File: src/rtl/ahb_bridge_arbiter.sv
// Round-robin arbiter sharing the AHB-to-APB bridge slave port between NM
// AHB masters. Address-phase signals follow the registered owner, write data
// follows the data-phase owner, and a beat quantum bounds single-transfer runs.
module ahb_bridge_arbiter #(
   parameter int NM      = 4,
   parameter int MW      = 2,
   parameter int MAXBEAT = 8
) (
   input  logic             hclk,
   input  logic             hresetn,
   input  logic [NM-1:0]    hbusreq,
   input  logic [NM*32-1:0] haddr_m,
   input  logic [NM*2-1:0]  htrans_m,
   input  logic [NM-1:0]    hwrite_m,
   input  logic [NM*32-1:0] hwdata_m,
   input  logic             hready,
   output logic [NM-1:0]    hgrant,
   output logic [MW-1:0]    hmaster,
   output logic [MW-1:0]    hmaster_d,
   output logic [31:0]      haddr,
   output logic [1:0]       htrans,
   output logic             hwrite,
   output logic [31:0]      hwdata,
   output logic             hreadyin
);

   localparam logic [1:0] HT_IDLE   = 2'b00;
   localparam logic [1:0] HT_BUSY   = 2'b01;
   localparam logic [1:0] HT_NONSEQ = 2'b10;
   localparam logic [1:0] HT_SEQ    = 2'b11;
   localparam logic [7:0] MAXB      = 8'(MAXBEAT);

   // own_* tracks the address-phase owner, dat_* the data-phase owner
   logic [MW-1:0] own_q, own_d;
   logic [MW-1:0] dat_q, dat_d;
   logic [7:0]    beat_q, beat_d;

   int            own_idx;
   int            dat_idx;
   logic [1:0]    own_trans;
   logic [7:0]    beat_inc;
   logic          keep;
   logic          found;
   logic [MW-1:0] winner;

   // Owner indices and the owner's current transfer type
   always_comb begin
      own_idx   = 32'(own_q);
      dat_idx   = 32'(dat_q);
      own_trans = htrans_m[2*own_idx +: 2];
   end

   // Beat accounting and the retain-or-rotate decision for the current owner
   always_comb begin
      beat_inc = beat_q;
      if ((own_trans == HT_NONSEQ || own_trans == HT_SEQ) && beat_q < MAXB)
         beat_inc = beat_q + 8'd1;
      keep = (own_trans == HT_SEQ) || (own_trans == HT_BUSY) ||
             (hbusreq[own_idx] && beat_inc < MAXB);
   end

   // Round-robin search starting after the owner; the owner itself is tried last
   always_comb begin
      found  = 1'b0;
      winner = own_q;
      for (int k = 1; k <= NM; k++) begin
         if (!found && hbusreq[(own_idx + k) % NM]) begin
            found  = 1'b1;
            winner = MW'((own_idx + k) % NM);
         end
      end
   end

   // Next-state: everything holds during wait states, arbitration on hready
   always_comb begin
      own_d  = own_q;
      dat_d  = dat_q;
      beat_d = beat_q;
      if (hready) begin
         dat_d = own_q;
         if (keep) begin
            beat_d = beat_inc;
         end else if (!found) begin
            beat_d = '0;
         end else if (winner != own_q) begin
            own_d  = winner;
            beat_d = '0;
         end else begin
            // sole requester re-wins: restart its quantum once it is used up
            beat_d = (beat_inc == MAXB) ? '0 : beat_inc;
         end
      end
   end

   // Ownership and quantum registers, parked on master 0 after reset
   always_ff @(posedge hclk) begin
      if (!hresetn) begin
         own_q  <= '0;
         dat_q  <= '0;
         beat_q <= '0;
      end else begin
         own_q  <= own_d;
         dat_q  <= dat_d;
         beat_q <= beat_d;
      end
   end

   // Grant decode and bridge-side multiplexers
   always_comb begin
      hgrant          = '0;
      hgrant[own_idx] = 1'b1;
      hmaster         = own_q;
      hmaster_d       = dat_q;
      haddr           = haddr_m[32*own_idx +: 32];
      htrans          = htrans_m[2*own_idx +: 2];
      hwrite          = hwrite_m[own_idx];
      hwdata          = hwdata_m[32*dat_idx +: 32];
      hreadyin        = hready;
   end

endmodule

File: config.mk
export PLATFORM = sky130hd
export DESIGN_NAME = ahb_bridge_arbiter
export DESIGN_NICKNAME = d
export VERILOG_FILES = /design/src/rtl/ahb_bridge_arbiter.sv
export SDC_FILE = /design/constraint.sdc
export NUM_CORES = 1
export LEC_CHECK = 0
export CAP_MARGIN = 20
export CORE_AREA = 2 2 136 138
export DETAILED_ROUTE_END_ITERATION = 8
export DIE_AREA = 0 0 138 140
export GPL_TIMING_DRIVEN = 1
export SLEW_MARGIN = 20
export SYNTH_ARGS = -nofsm -noshare
export SYNTH_HDL_FRONTEND = slang
export SYNTH_SLANG_ARGS = --single-unit
export TNS_END_PERCENT = 1
File: constraint.sdc
create_clock -name hclk -period 6.49 [get_ports hclk]
set_input_delay 0.9735 -clock hclk [delete_from_list [all_inputs] [get_ports hclk]]
set_output_delay 0.9735 -clock hclk [all_outputs]
set_load 0.02 [all_outputs]
# Yosys cells after proc, flatten, opt, wreduce, memory -nomap -nowiden
# Cells that the tools add are included.
[word_totals]
register_bits = 12
latch_bits = 0
mem_bits_rw = 0
mem_bits_ro = 0
inputBits = 275
out_inout_bits = 76
elab_cells = 77
n_memories = 0
[op_classes]
add_sub_neg = 5
n_mul = 0
n_div = 0
order_cmp = 8
n_eq_ne = 5
shift = 3
muxes = 31
bitwise = 5
reduce_logical = 17
[op_table]
columns = ["cell", "n"]
rows = [
  ["$shiftx A128 B8 Y32", 2],
  ["$mux W8", 5],
  ["$lt A3 B4 Y1 const B", 4],
  ["$lt A8 B4 Y1 const B", 2],
  ["$mux W1", 15],
  ["$bmux W1 S2", 6],
  ["$add A8 B1 Y8 const B", 1],
  ["$eq A8 B4 Y1 const B", 1],
  ["$mux W2", 4],
  ["$reduce_or A2 Y1", 4],
  ["$shiftx A8 B4 Y2", 1],
  ["$logic_and A1 B1 Y1", 6],
  ["$add A2 B1 Y2 const B", 2],
  ["$add A2 B2 Y2 const B", 2],
  ["$and A1 B1 Y1 const A", 4],
  ["$eq A2 B2 Y1 const B", 2],
  ["$reduce_and A4 Y1", 1],
  ["$logic_not A1 Y1", 3],
  ["$logic_or A1 B1 Y1", 3],
  ["$lt A2 B3 Y1 const B", 1],
  ["$demux W1 S2", 1],
  ["$eq A2 B1 Y1 const B", 1],
  ["$ge A2 B1 Y1 const B", 1],
  ["$ne A2 B2 Y1", 1],
  ["$not A1 Y1", 1],
]

# Longest topological paths before layout
# Gate-level depths: netlist of the first run.
[depth]
word_depth = 20
ltp_mapped = 9

# Worst setup path after synthesis of the first run
# OpenSTA, ideal clock, no wires.
[synth_timing]
path_kind = "register to output"
start = "reg own_q[0] (netlist: hmaster[0])"
end = "out haddr[0]"
t_arrival_ns = 2.053
path_slack_ns = 3.463
path_stages_with_launch = 6
path_buffers = 4
path_cell_list = "dfxtp_1 buf_6 buf_2 buf_2 buf_2 mux4_2"
[synth_between]
elab_chain_len = 1
[synth_rtl]
columns = ["element", "line_no", "text"]
rows = [
  ["start, declared", "34", "logic [MW-1:0] own_q, own_d;"],
  ["start signal, assigned", "102", "own_q <= own_d;"],
  ["$shiftx A128 B8 Y32", "114", "haddr = haddr_m[32*own_idx +: 32];"],
  ["end, declared", "20", "output logic [31:0] haddr,"],
]
# Every way passes these cells.

# Worst setup path after layout of the first run
[layout_timing]
start = "in hwdata_m[100]"
end = "out hwdata[4]"
[layout_between]
elab_chain_len = 1
[layout_rtl]
columns = ["element", "line_no", "text"]
rows = [
  ["start, declared", "15", "input logic [NM*32-1:0] hwdata_m,"],
  ["$shiftx A128 B8 Y32", "117", "hwdata = hwdata_m[32*dat_idx +: 32];"],
  ["end, declared", "23", "output logic [31:0] hwdata,"],
]
# Every way passes these cells.

==> metrics.md, run 1 <==
| Metric | Value |
|---|---|
| Net count reported at finish | 800 |
| Maximum achievable frequency | 0.286 GHz |
| I/O pin count | 351 |
| Share of the synthesized area in the top cell type | 63.2% |
| Top cell types by occurrence after synthesis | mux4_2 (69), dfxtp_1 (12), clkbuf_1 (9), mux2i_1 (8) |
| Status | finished, final reports clean |
| Post-synth top area cell | mux4_2 |
| Number of violations reported at the end of detailed-routing iteration 0 | 89 |
| Hold Path Origin | beat_q[2]$_SDFFE_PN0P_ |
| Fillers | 1725 |
| First-pass DRT Iterations | 4 |
| Maximum number of pins on one net before global-route repair | 55 |
| Pre-CTS setup slack | 2.96 ns |
| Half-perimeter wire length after detailed placement | 13.0 mm |
| Syn Inst Count | 183 |
| Final min period | 3.50 ns |
| Avg Inst Size Synth | 13.4 µm² |
| Gpl congestion | 0.928 |
| Clock transition at the registers of the reported paths | 0.04 ns |
| Unrepaired setup endpoints after global routing | no |
| Slew margin rel. | 31.3% |
| Total clock sinks | 12 |
| Final count of hold timing violations | 0 |
| Pwr dens | 110 nW/µm² |
| Number of pins exceeding their max-slew limit in the final report | 0 |
| Synthesis Warnings | 0 |
| Largest fanout of any net on the critical path | 1 |
| Crit-path max cell delay | 0.56 ns |
| Transition at the pin with the smallest max-transition slack | 1.03 ns |
| Initial antenna violation count | 1 |
| Via Count | 3300 |
| Cell depth of the worst hold path | 2 |
| Reg2reg end | hmaster[1]$_SDFFE_PN0P_ |
| Worst clock skew on the final layout | 0.000557 ns |
| Wirelength, routed | 14.6 mm |
| EDFF count, synth | 0 |
| Cell repeated most along the worst path | clkdlybuf4s50_1 |
| Post-route fraction of the period consumed by the critical path | 53.9% |
| Worst endpoint required time | 5.52 ns |
| Worst hold-check path type | flop to flop |
| Startpoint of the worst register-to-register path | hmaster[1]$_SDFFE_PN0P_ |
| Asr flop ratio synth | 0% |
| Synthesized area | 2460 µm² |
| Slowest cell on crit path | clkdlybuf4s50_1 |
| Maximum vdd ir drop | 0.0773 mV |
| Worst-case setup margin in the final layout | 2.99 ns |
| Top flip-flop cell by instance count after synthesis | dfxtp_1 |
| Cell leakage power | 2.10 nW |
| Routed Antenna Nets | 0 |
| Reg2Reg Depth | 7 |
| Total of flip-flops plus latches after synthesis | 12 |
| Total of cells resized after clock tree synthesis | 0 |
| TritonCTS clock tree | done |
| Total of endpoints with negative setup slack in the final report | 0 |
| Cell chain of the critical path | clkdlybuf4s50_1, mux4_2, clkdlybuf4s50_1 |
| Row count | 49 |
| Number of global-route vias before repair | 3648 |
| Worst R2R Setup Slack | 3.66 ns |
| Most common cell in the synthesized netlist | mux4_2 |
| Post-route design area | 6270 µm² |
| First-pass GRT wire length | 21.3 mm |
| Max cap viols | 0 |
| Post-DR wirelength/cell | 19.5 µm |
| Core outline area | 17800 µm² |
| Starting Density | 13.8% |
| Die outline width | 138 µm |
| Timing startpoint of the critical path | hwdata_m[100] |
| Later-pin clock latency in the skew report | 0.24 ns |
| Element type at the critical path end | primary output |
| Sequential share of the synthesized area | 9.78% |
| CTS Root Buffer Type | clkbuf_16 |
| Hold endpoint | beat_q[2]$_SDFFE_PN0P_ |
| Post-detailed-route via-to-cell ratio | 4.41 |
| Max H-tree Level | 1 |
| Post-synth net total | 463 |
| Total negative slack | 0 ns |
| Die Y-Extent | 140 µm |
| Remaining design rule violation count | 0 |
| Critical path type | input port to primary output |
| Multi-input gate area in the final layout | 2100 µm² |
| Non-filler instance count after layout | 749 |
| Nature of the critical path startpoint | input port |
| Hold buffers post-CTS | 0 |
| Instance area after placement | 6180 µm² |
| Area added between synthesis and finish | 155% |
| Placed cells | 744 |
| Clock buffer count from CTS | 3 |
| Top post-synthesis cells by area | mux4_2 (63%), dfxtp_1 (9.8%), mux2i_1 (3.3%), ha_1 (2.5%), a21oi_1 (1.4%) |
| PortBufs | 350 |
| DIE AREA | 19300 µm² |
| Register Area | 246 µm² |
| Critical Path AT | 2.53 ns |
| Number of distinct library cells after synthesis | 40 |
| Remaining Overflow, GRT | 0 |
| Total track usage | 14.0% |
| Fraction of layout instances using a drive strength above 1 | 16.4% |
| Post-CTS repair timing setup buffer count | 0 |
| Final core utilization | 35.2% |
| Maximum root-to-sink buffer count | 2 |
==> cells in the final DEF (no fill, tap or decap), types with 2 or more instances in the layout <==
cell             instances
a31oi_1                  2
o22ai_1                  2
a21oi_1                  7
a211oi_1                 4
inv_1                    7
mux2i_1                  8
buf_4                    2
ha_1                     5
mux4_2                  69
or3_1                    2
nor2_1                   6
clkdlybuf4s50_1        350
o21ai_0                  4
and2_1                   2
nor2b_1                  5
dfxtp_2                  2
clkbuf_16                3
dfxtp_1                  9
nand2_1                  7
nand4_1                  2
==> power by group <==
part / switching, mW / internal (mW) / total [mW]
logic: 0.159 / 0.307 / 0.466
clock network: 0.0313 / 0.0929 / 0.124
registers: 0.0219 / 0.0766 / 0.0985
total: 0.212 / 0.476 / 0.689
==> registers in the layout, summed over array words and instances (netlist names) <==
register   cells
beat_q         8
hmaster        2
hmaster_d      2
==> how the worst max path moves through the flow <==
stage,to,slack [ns],cells after the start
CTS,hwdata[4],2.95,3
global placement,hwdata[4],2.94,3
global route,haddr[14],2.95,2
finish,hwdata[4],2.99,3
detailed placement,hwdata[4],2.96,3
floorplan,haddr[0],3.46,5
==> area by class of cell <==
cell class / instances / share of cell area (%)
timing repair buffer: 352 / 56.1
multi-input combinational: 144 / 33.5
tap: 229 / 4.57
sequential: 12 / 3.93
clock buffer: 4 / 1.42
inverter: 7 / 0.419
antenna: 1 / 0.0399
==> stage by stage <==
step,power (mW),hold slack (ns)
4_1_cts,0.697,0.463
2_1_floorplan,0.281,0.432
6_report,0.689,0.465
5_1_grt,0.721,0.477
3_3_place_gp,0.563,0.448
3_5_place_dp,0.568,0.456
==> critical path: cells and delay by family <==
family,cells,cell delay [ns]
buf+inv,2,1.02
mux,1,0.53
==> metal layers <==
layer	routed length (µm)	vias to the layer above	track usage, %
met5	0	-	0
met4	278	0	2.95
met3	1370	16	3.59
met2	7460	233	25.5
met1	5510	1573	16.7
li1	-	1478	-
==> logic make-up after synthesis <==
logic type | share of synthesized area [%]
AOI/OAI and AO/OA | 7.94
adders and majority gates | 2.55
buffers and inverters | 4.84
DFF | 9.78
muxes | 67.0
and+or+nand+nor | 7.94
No activity file was read; power rests on OpenSTA's default activity.
==> inputs of run 2 (changes only) <==
--- a/config.mk
+++ b/config.mk
@@ -6,9 +6,9 @@
 export NUM_CORES = 1
 export LEC_CHECK = 0
 export CAP_MARGIN = 20
-export CORE_AREA = 2 2 136 138
+export CORE_AREA = 2 2 137 139
 export DETAILED_ROUTE_END_ITERATION = 8
-export DIE_AREA = 0 0 138 140
+export DIE_AREA = 0 0 139 141
 export GPL_TIMING_DRIVEN = 1
 export SLEW_MARGIN = 20
 export SYNTH_ARGS = -nofsm -noshare
==> constraint.sdc (replaced) <==
create_clock -name hclk -period 3.11 [get_ports hclk]
set_input_delay 0.4665 -clock hclk [delete_from_list [all_inputs] [get_ports hclk]]
set_output_delay 0.4665 -clock hclk [all_outputs]
set_load 0.02 [all_outputs]
==> metrics.md, run 2 (synthesized netlist as in run 1, its figures left out) <==
| Metric | Value |
|---|---|
| Post-route fraction of the period consumed by the critical path | 86.6% |
| Pwr dens | 228 nW/µm² (+110%) |
| Element type at the critical path end | primary output |
| Total clock sinks | 12 (unchanged) |
| Final core utilization | 34.7% (-0.51 points) |
| Cell chain of the critical path | buf_12, mux4_2, clkdlybuf4s50_1 |
| Slowest cell on crit path | dfxtp_4 |
| Die outline width | 139 µm (+0.72%) |
| Clock buffer count from CTS | 3 (unchanged) |
| Routed Antenna Nets | 0 (unchanged) |
| Area added between synthesis and finish | 158% |
| Nature of the critical path startpoint | flop |
| Initial antenna violation count | 0 (-1) |
| Maximum vdd ir drop | 0.148 mV (+91%) |
| Number of global-route vias before repair | 3711 (+1.7%) |
| Wirelength, routed | 14.4 mm (-1.3%) |
| Post-route design area | 6350 µm² (+1.3%) |
| Worst-case setup margin in the final layout | 0.417 ns (-2.57 ns) |
| Hold buffers post-CTS | 0 (unchanged) |
| PortBufs | 350 (unchanged) |
| Maximum number of pins on one net before global-route repair | 41 (-25%) |
| Crit-path max cell delay | 0.61 ns (+0.05 ns) |
| CTS Root Buffer Type | clkbuf_16 |
| Critical Path AT | 2.23 ns (-0.30 ns) |
| Max H-tree Level | 1 (unchanged) |
| Later-pin clock latency in the skew report | 0.24 ns (about the same) |
| Post-detailed-route via-to-cell ratio | 4.35 (-1.3%) |
| Clock transition at the registers of the reported paths | 0.04 ns (about the same) |
| Row count | 50 (+2.0%) |
| Half-perimeter wire length after detailed placement | 12.6 mm (-3.2%) |
| Most frequent cells in the layout | clkdlybuf4s50_1 (350), mux4_2 (69), dfxtp_1 (9) |
| First-pass GRT wire length | 21.0 mm (-1.4%) |
| Critical path type | flop to primary output |
| Starting Density | 13.5% (-0.37 points) |
| Total of cells resized after clock tree synthesis | 0 (unchanged) |
| Total power after layout | 1.45 mW (+110%) |
| Number of pins exceeding their max-slew limit in the final report | 0 (unchanged) |
| Die Y-Extent | 141 µm (+0.71%) |
| Worst clock skew on the final layout | 0.00243 ns (+0.00188 ns) |
| Largest fanout of any net on the critical path | 25 (+24) |
| Flip-flop count of the largest register, all copies and words added | 8 (unchanged) |
| Max cap viols | 0 (unchanged) |
| Reg with most FFs | beat_q |
| DIE AREA | 19600 µm² (+1.4%) |
| Fraction of layout instances using a drive strength above 1 | 17.2% (+0.80 points) |
| Final count of hold timing violations | 0 (unchanged) |
| Maximum root-to-sink buffer count | 2 (unchanged) |
| Via Count | 3296 (-0.12%) |
| Cell leakage power | 2.13 nW (+1.7%) |
| Gpl congestion | 0.887 (-4.4%) |
| Transition at the pin with the smallest max-transition slack | 0.538 ns (-0.493 ns) |
| Worst Hold Margin | 0.465 ns (+0.000197 ns) |
| Worst endpoint required time | 2.64 ns (-2.88 ns) |
| Total of endpoints with negative setup slack in the final report | 0 (unchanged) |
| Leading cell type in the layout, fill and taps excluded | clkdlybuf4s50_1 |
| Family with the most delay on the worst path | buffers and inverters |
| Worst hold-check path type | flop to flop |
| Remaining Overflow, GRT | 0 (unchanged) |
| Maximum achievable frequency | 0.371 GHz |
| First-pass DRT Iterations | 4 (unchanged) |
| Final min period | 2.69 ns |
| Net count reported at finish | 805 (+0.63%) |
| Sum of buffers and inverters on the critical path | 2 (unchanged) |
| TritonCTS clock tree | done |
| Pre-CTS setup slack | 0.557 ns (-2.40 ns) |
| Status | finished, final reports clean |
| Core outline area | 18300 µm² (+2.7%) |
| Number of inserted diodes | 0 (-1) |
| Non-filler instance count after layout | 758 (+1.2%) |
| Instance area after placement | 6260 µm² (+1.3%) |
| Post-DR wirelength/cell | 19.0 µm (-2.5%) |
| Total track usage | 13.8% (-0.26 points) |
| Placed cells | 754 (+1.3%) |
| Remaining design rule violation count | 0 (unchanged) |
| Slew margin rel. | 63.8% (+33 points) |
| I/O pin count | 351 (unchanged) |
| Post-CTS repair timing setup buffer count | 0 (unchanged) |
| Number of violations reported at the end of detailed-routing iteration 0 | 89 (unchanged) |
| Unrepaired setup endpoints after global routing | no |
| Total negative slack | 0 ns (unchanged) |
==> run 2: cell types whose count changed in the layout (fill, tap and decap cells not counted) <==
cell,before,now
diode_2,1,0
buf_4,2,4
buf_12,0,3
==> run 2: cell type report <==
class | count | area, µm²
fillers | 1765 | 11900
repair buffers | 357 | 3590
multi-input cells | 144 | 2100
well taps | 234 | 293
flip-flops and latches | 12 | 246
clock buffers | 4 | 88.8
inverters | 7 | 26.3
==> run 2: final timing paths <==
path | startpoint | to | slack, ns | cells after the start
hold / removal | beat_q[2]$_SDFFE_PN0P_ | beat_q[2]$_SDFFE_PN0P_ | 0.47 | 2
setup reg to reg | hmaster[0]$_SDFFE_PN0P_ | hmaster[1]$_SDFFE_PN0P_ | 0.63 | 8
hold reg to reg | beat_q[2]$_SDFFE_PN0P_ | beat_q[2]$_SDFFE_PN0P_ | 0.47 | 2
setup / recovery | hmaster[0]$_SDFFE_PN0P_ | haddr[21] | 0.42 | 3
==> run 2: per-layer routing <==
metal	routed length, µm	global-route usage, %	vias to the layer above
met5	0	0	-
met4	202	2.92	0
met1	5090	14.9	1575
met3	1240	3.09	9
li1	-	-	1486
met2	7890	27.2	226
==> run 2: where the power goes <==
| group | leakage [nW] | internal (mW) | switching, mW |
|---|---|---|---|
| logic | 1.99 | 0.651 | 0.363 |
| clock network | 0.0442 | 0.194 | 0.0628 |
| registers | 0.0988 | 0.160 | 0.0194 |
| total | 2.13 | 1.00 | 0.446 |
==> run 2: worst register-to-register path, cell delays in order, from the launching register on <==
cell,delay [ns]
dfxtp_4,0.61
buf_4,0.27
inv_1,0.12
ha_1,0.44
a21oi_1,0.13
a211oi_1,0.28
a211oi_1,0.10
o31a_1,0.28
and2_1,0.15
==> inputs of run 3 (changes only) <==
--- a/config.mk
+++ b/config.mk
@@ -6,10 +6,16 @@
 export NUM_CORES = 1
 export LEC_CHECK = 0
 export CAP_MARGIN = 20
-export CORE_AREA = 2 2 137 139
+export CELL_PAD_IN_SITES_DETAIL_PLACEMENT = 0
+export CELL_PAD_IN_SITES_GLOBAL_PLACEMENT = 1
+export CORE_ASPECT_RATIO = 0.6
+export CORE_MARGIN = 1.5
+export CORE_UTILIZATION = 14
+export CTS_CLUSTER_DIAMETER = 80
 export DETAILED_ROUTE_END_ITERATION = 8
-export DIE_AREA = 0 0 139 141
 export GPL_TIMING_DRIVEN = 1
+export PLACE_DENSITY_LB_ADDON = 0.1
+export SKIP_CTS_REPAIR_TIMING = 1
 export SLEW_MARGIN = 20
 export SYNTH_ARGS = -nofsm -noshare
 export SYNTH_HDL_FRONTEND = slang
==> metrics.md, run 3 (synthesized netlist as in run 1, its figures left out) <==
| Metric | Value |
|---|---|
| Worst clock skew on the final layout | 0.00183 ns (-0.000601 ns) |
| Critical Path AT | 2.24 ns (about the same) |
| Number of inserted diodes | 0 (unchanged) |
| DIE AREA | 18400 µm² (-6.2%) |
| Total negative slack | 0 ns (unchanged) |
| Flip-flop count of the largest register, all copies and words added | 8 (unchanged) |
| Leading cell type in the layout, fill and taps excluded | clkdlybuf4s50_1 |
| Maximum root-to-sink buffer count | 2 (unchanged) |
| Most frequent cells in the layout | clkdlybuf4s50_1 (350), mux4_2 (69), dfxtp_1 (9) |
| Fillers | 1650 (-6.5%) |
| CTS Root Buffer Type | clkbuf_16 |
| Number of pins exceeding their max-slew limit in the final report | 0 (unchanged) |
| Status | finished, final reports clean |
| Non-filler instance count after layout | 759 (+0.13%) |
| Net count reported at finish | 806 (+0.12%) |
| Post-DR wirelength/cell | 19.8 µm (+4.2%) |
| Routed Antenna Nets | 0 (unchanged) |
| Clock transition at the registers of the reported paths | 0.04 ns (about the same) |
| Part of the total power dissipated in sequential elements | 12.4% (about the same) |
| Post-detailed-route via-to-cell ratio | 4.26 (-2.0%) |
| Later-pin clock latency in the skew report | 0.24 ns (about the same) |
| Maximum number of pins on one net before global-route repair | 34 (-17%) |
| Clock network fraction of design power | 18.3% (+0.6 points) |
| Number of violations reported at the end of detailed-routing iteration 0 | 137 (+54%) |
| Via Count | 3234 (-1.9%) |
| Initial antenna violation count | 1 (+1) |
| Row count | 37 (-26%) |
| I/O pin count | 351 (unchanged) |
| Area added between synthesis and finish | 159% |
| Unrepaired setup endpoints after global routing | no |
| Max H-tree Level | 1 (unchanged) |
| Critical path type | flop to primary output |
| Hold Path Origin | beat_q[2]$_SDFFE_PN0P_ |
| TritonCTS clock tree | done |
| Final count of hold timing violations | 0 (unchanged) |
| First-pass DRT Iterations | 6 (+2) |
| Maximum achievable frequency | 0.369 GHz (-0.63%) |
| Post-route fraction of the period consumed by the critical path | 87.1% (+0.55 points) |
| Slew margin rel. | 51.7% (-12 points) |
| Slowest cell on crit path | dfxtp_4 |
| Nature of the critical path startpoint | flop |
| Sw Share | 31.2% (+0.50 points) |
| Number of global-route vias before repair | 3646 (-1.8%) |
| Timing startpoint of the critical path | hmaster[0]$_SDFFE_PN0P_ |
| Gpl congestion | 0.861 (-3.0%) |
| Startpoint of the worst register-to-register path | hmaster[0]$_SDFFE_PN0P_ |
| Pint | 1.01 mW (+0.26%) |
| Total of endpoints with negative setup slack in the final report | 0 (unchanged) |
| Largest fanout of any net on the critical path | 24 (-4.0%) |
| Reg with most FFs | beat_q |
| Starting Density | 14.3% (+0.86 points) |
| Sw Pwr | 0.457 mW (+2.6%) |
| Placed cells | 755 (+0.13%) |
| Family with the most delay on the worst path | buffers and inverters |
| Total track usage | 16.1% (+2.3 points) |
| Worst endpoint required time | 2.64 ns (about the same) |
| Remaining design rule violation count | 0 (unchanged) |
| Crit-path max cell delay | 0.67 ns (+0.06 ns) |
| Transition at the pin with the smallest max-transition slack | 0.718 ns (+0.180 ns) |
| Die Y-Extent | 106 µm (-25%) |
| Die outline width | 174 µm (+25%) |
| Final core utilization | 37.1% (+2.3 points) |
| Total clock sinks | 12 (unchanged) |
| Fraction of layout instances using a drive strength above 1 | 17.3% (+0.16 points) |
| Worst Hold Margin | 0.466 ns (+0.000367 ns) |
| Wirelength, routed | 15.1 mm (+4.4%) |
| Clock buffer count from CTS | 3 (unchanged) |
| Half-perimeter wire length after detailed placement | 13.4 mm (+6.0%) |
| First-pass GRT wire length | 22.4 mm (+6.7%) |
| Remaining Overflow, GRT | 0 (unchanged) |
| PortBufs | 350 (unchanged) |
| Final min period | 2.71 ns (+0.0170 ns) |
| Cell chain of the critical path | buf_4, mux4_2, clkdlybuf4s50_1 |
| Pwr dens | 230 nW/µm² (+0.66%) |
| Logic pwr share | 69.3% (-0.6 points) |
| Worst hold-check path type | flop to flop |
| Sum of buffers and inverters on the critical path | 2 (unchanged) |
| Max cap viols | 0 (unchanged) |
| Cell leakage power | 2.14 nW (+0.39%) |
| Core outline area | 17200 µm² (-6.0%) |
| Maximum vdd ir drop | 0.176 mV (+19%) |
| Element type at the critical path end | primary output |
-- run 3: area by class of cell --
class	instances	area, µm²	area share, %
Clock buffer	4	88.8	1.40
Inverter	7	26.3	0.413
Multi-Input combinational cell	144	2100	33.0
Sequential cell	12	246	3.87
Tap cell	234	293	4.60
Timing Repair Buffer	358	3610	56.8
-- run 3: metrics by stage --
| step | cell area (µm²) | worst slack (ns) | power (mW) |
|---|---|---|---|
| 2_1_floorplan | 2460 | 0.590 | 0.587 |
| 3_3_place_gp | 6280 | 0.584 | 1.20 |
| 3_5_place_dp | 6280 | 0.508 | 1.20 |
| 4_1_cts | 6370 | 0.348 | 1.48 |
| 5_1_grt | 6370 | 0.274 | 1.54 |
| 6_report | 6370 | 0.400 | 1.46 |
-- run 3: worst paths after layout --
kind	cells past startpoint	slack, ns	endpoint
max	3	0.40	haddr[5]
min	2	0.47	beat_q[2]$_SDFFE_PN0P_
max reg2reg	7	0.60	beat_q[5]$_SDFFE_PN0P_
min reg2reg	2	0.47	beat_q[2]$_SDFFE_PN0P_
-- run 3: tightest hold or removal path: stages (launching register included) --
cell and delay (ns):
dfxtp_1 0.32, nand2_1 0.06, nand2_1 0.04
-- run 3: per-layer routing --
layer  track usage, %  routed length (µm)
met1             21.1                6650
met2             27.3                7300
met3             4.65                1030
met4             1.17                  78
met5                0                  13
-- run 3: power by group through the flow --
stage | combinational, mW | clock (mW) | sequential (mW)
global placement | 1.01 | 0 | 0.186
finish | 1.01 | 0.268 | 0.182
global route | 1.07 | 0.278 | 0.185
detailed placement | 1.02 | 0 | 0.186
CTS | 1.02 | 0.270 | 0.183
floorplan | 0.416 | 0 | 0.171
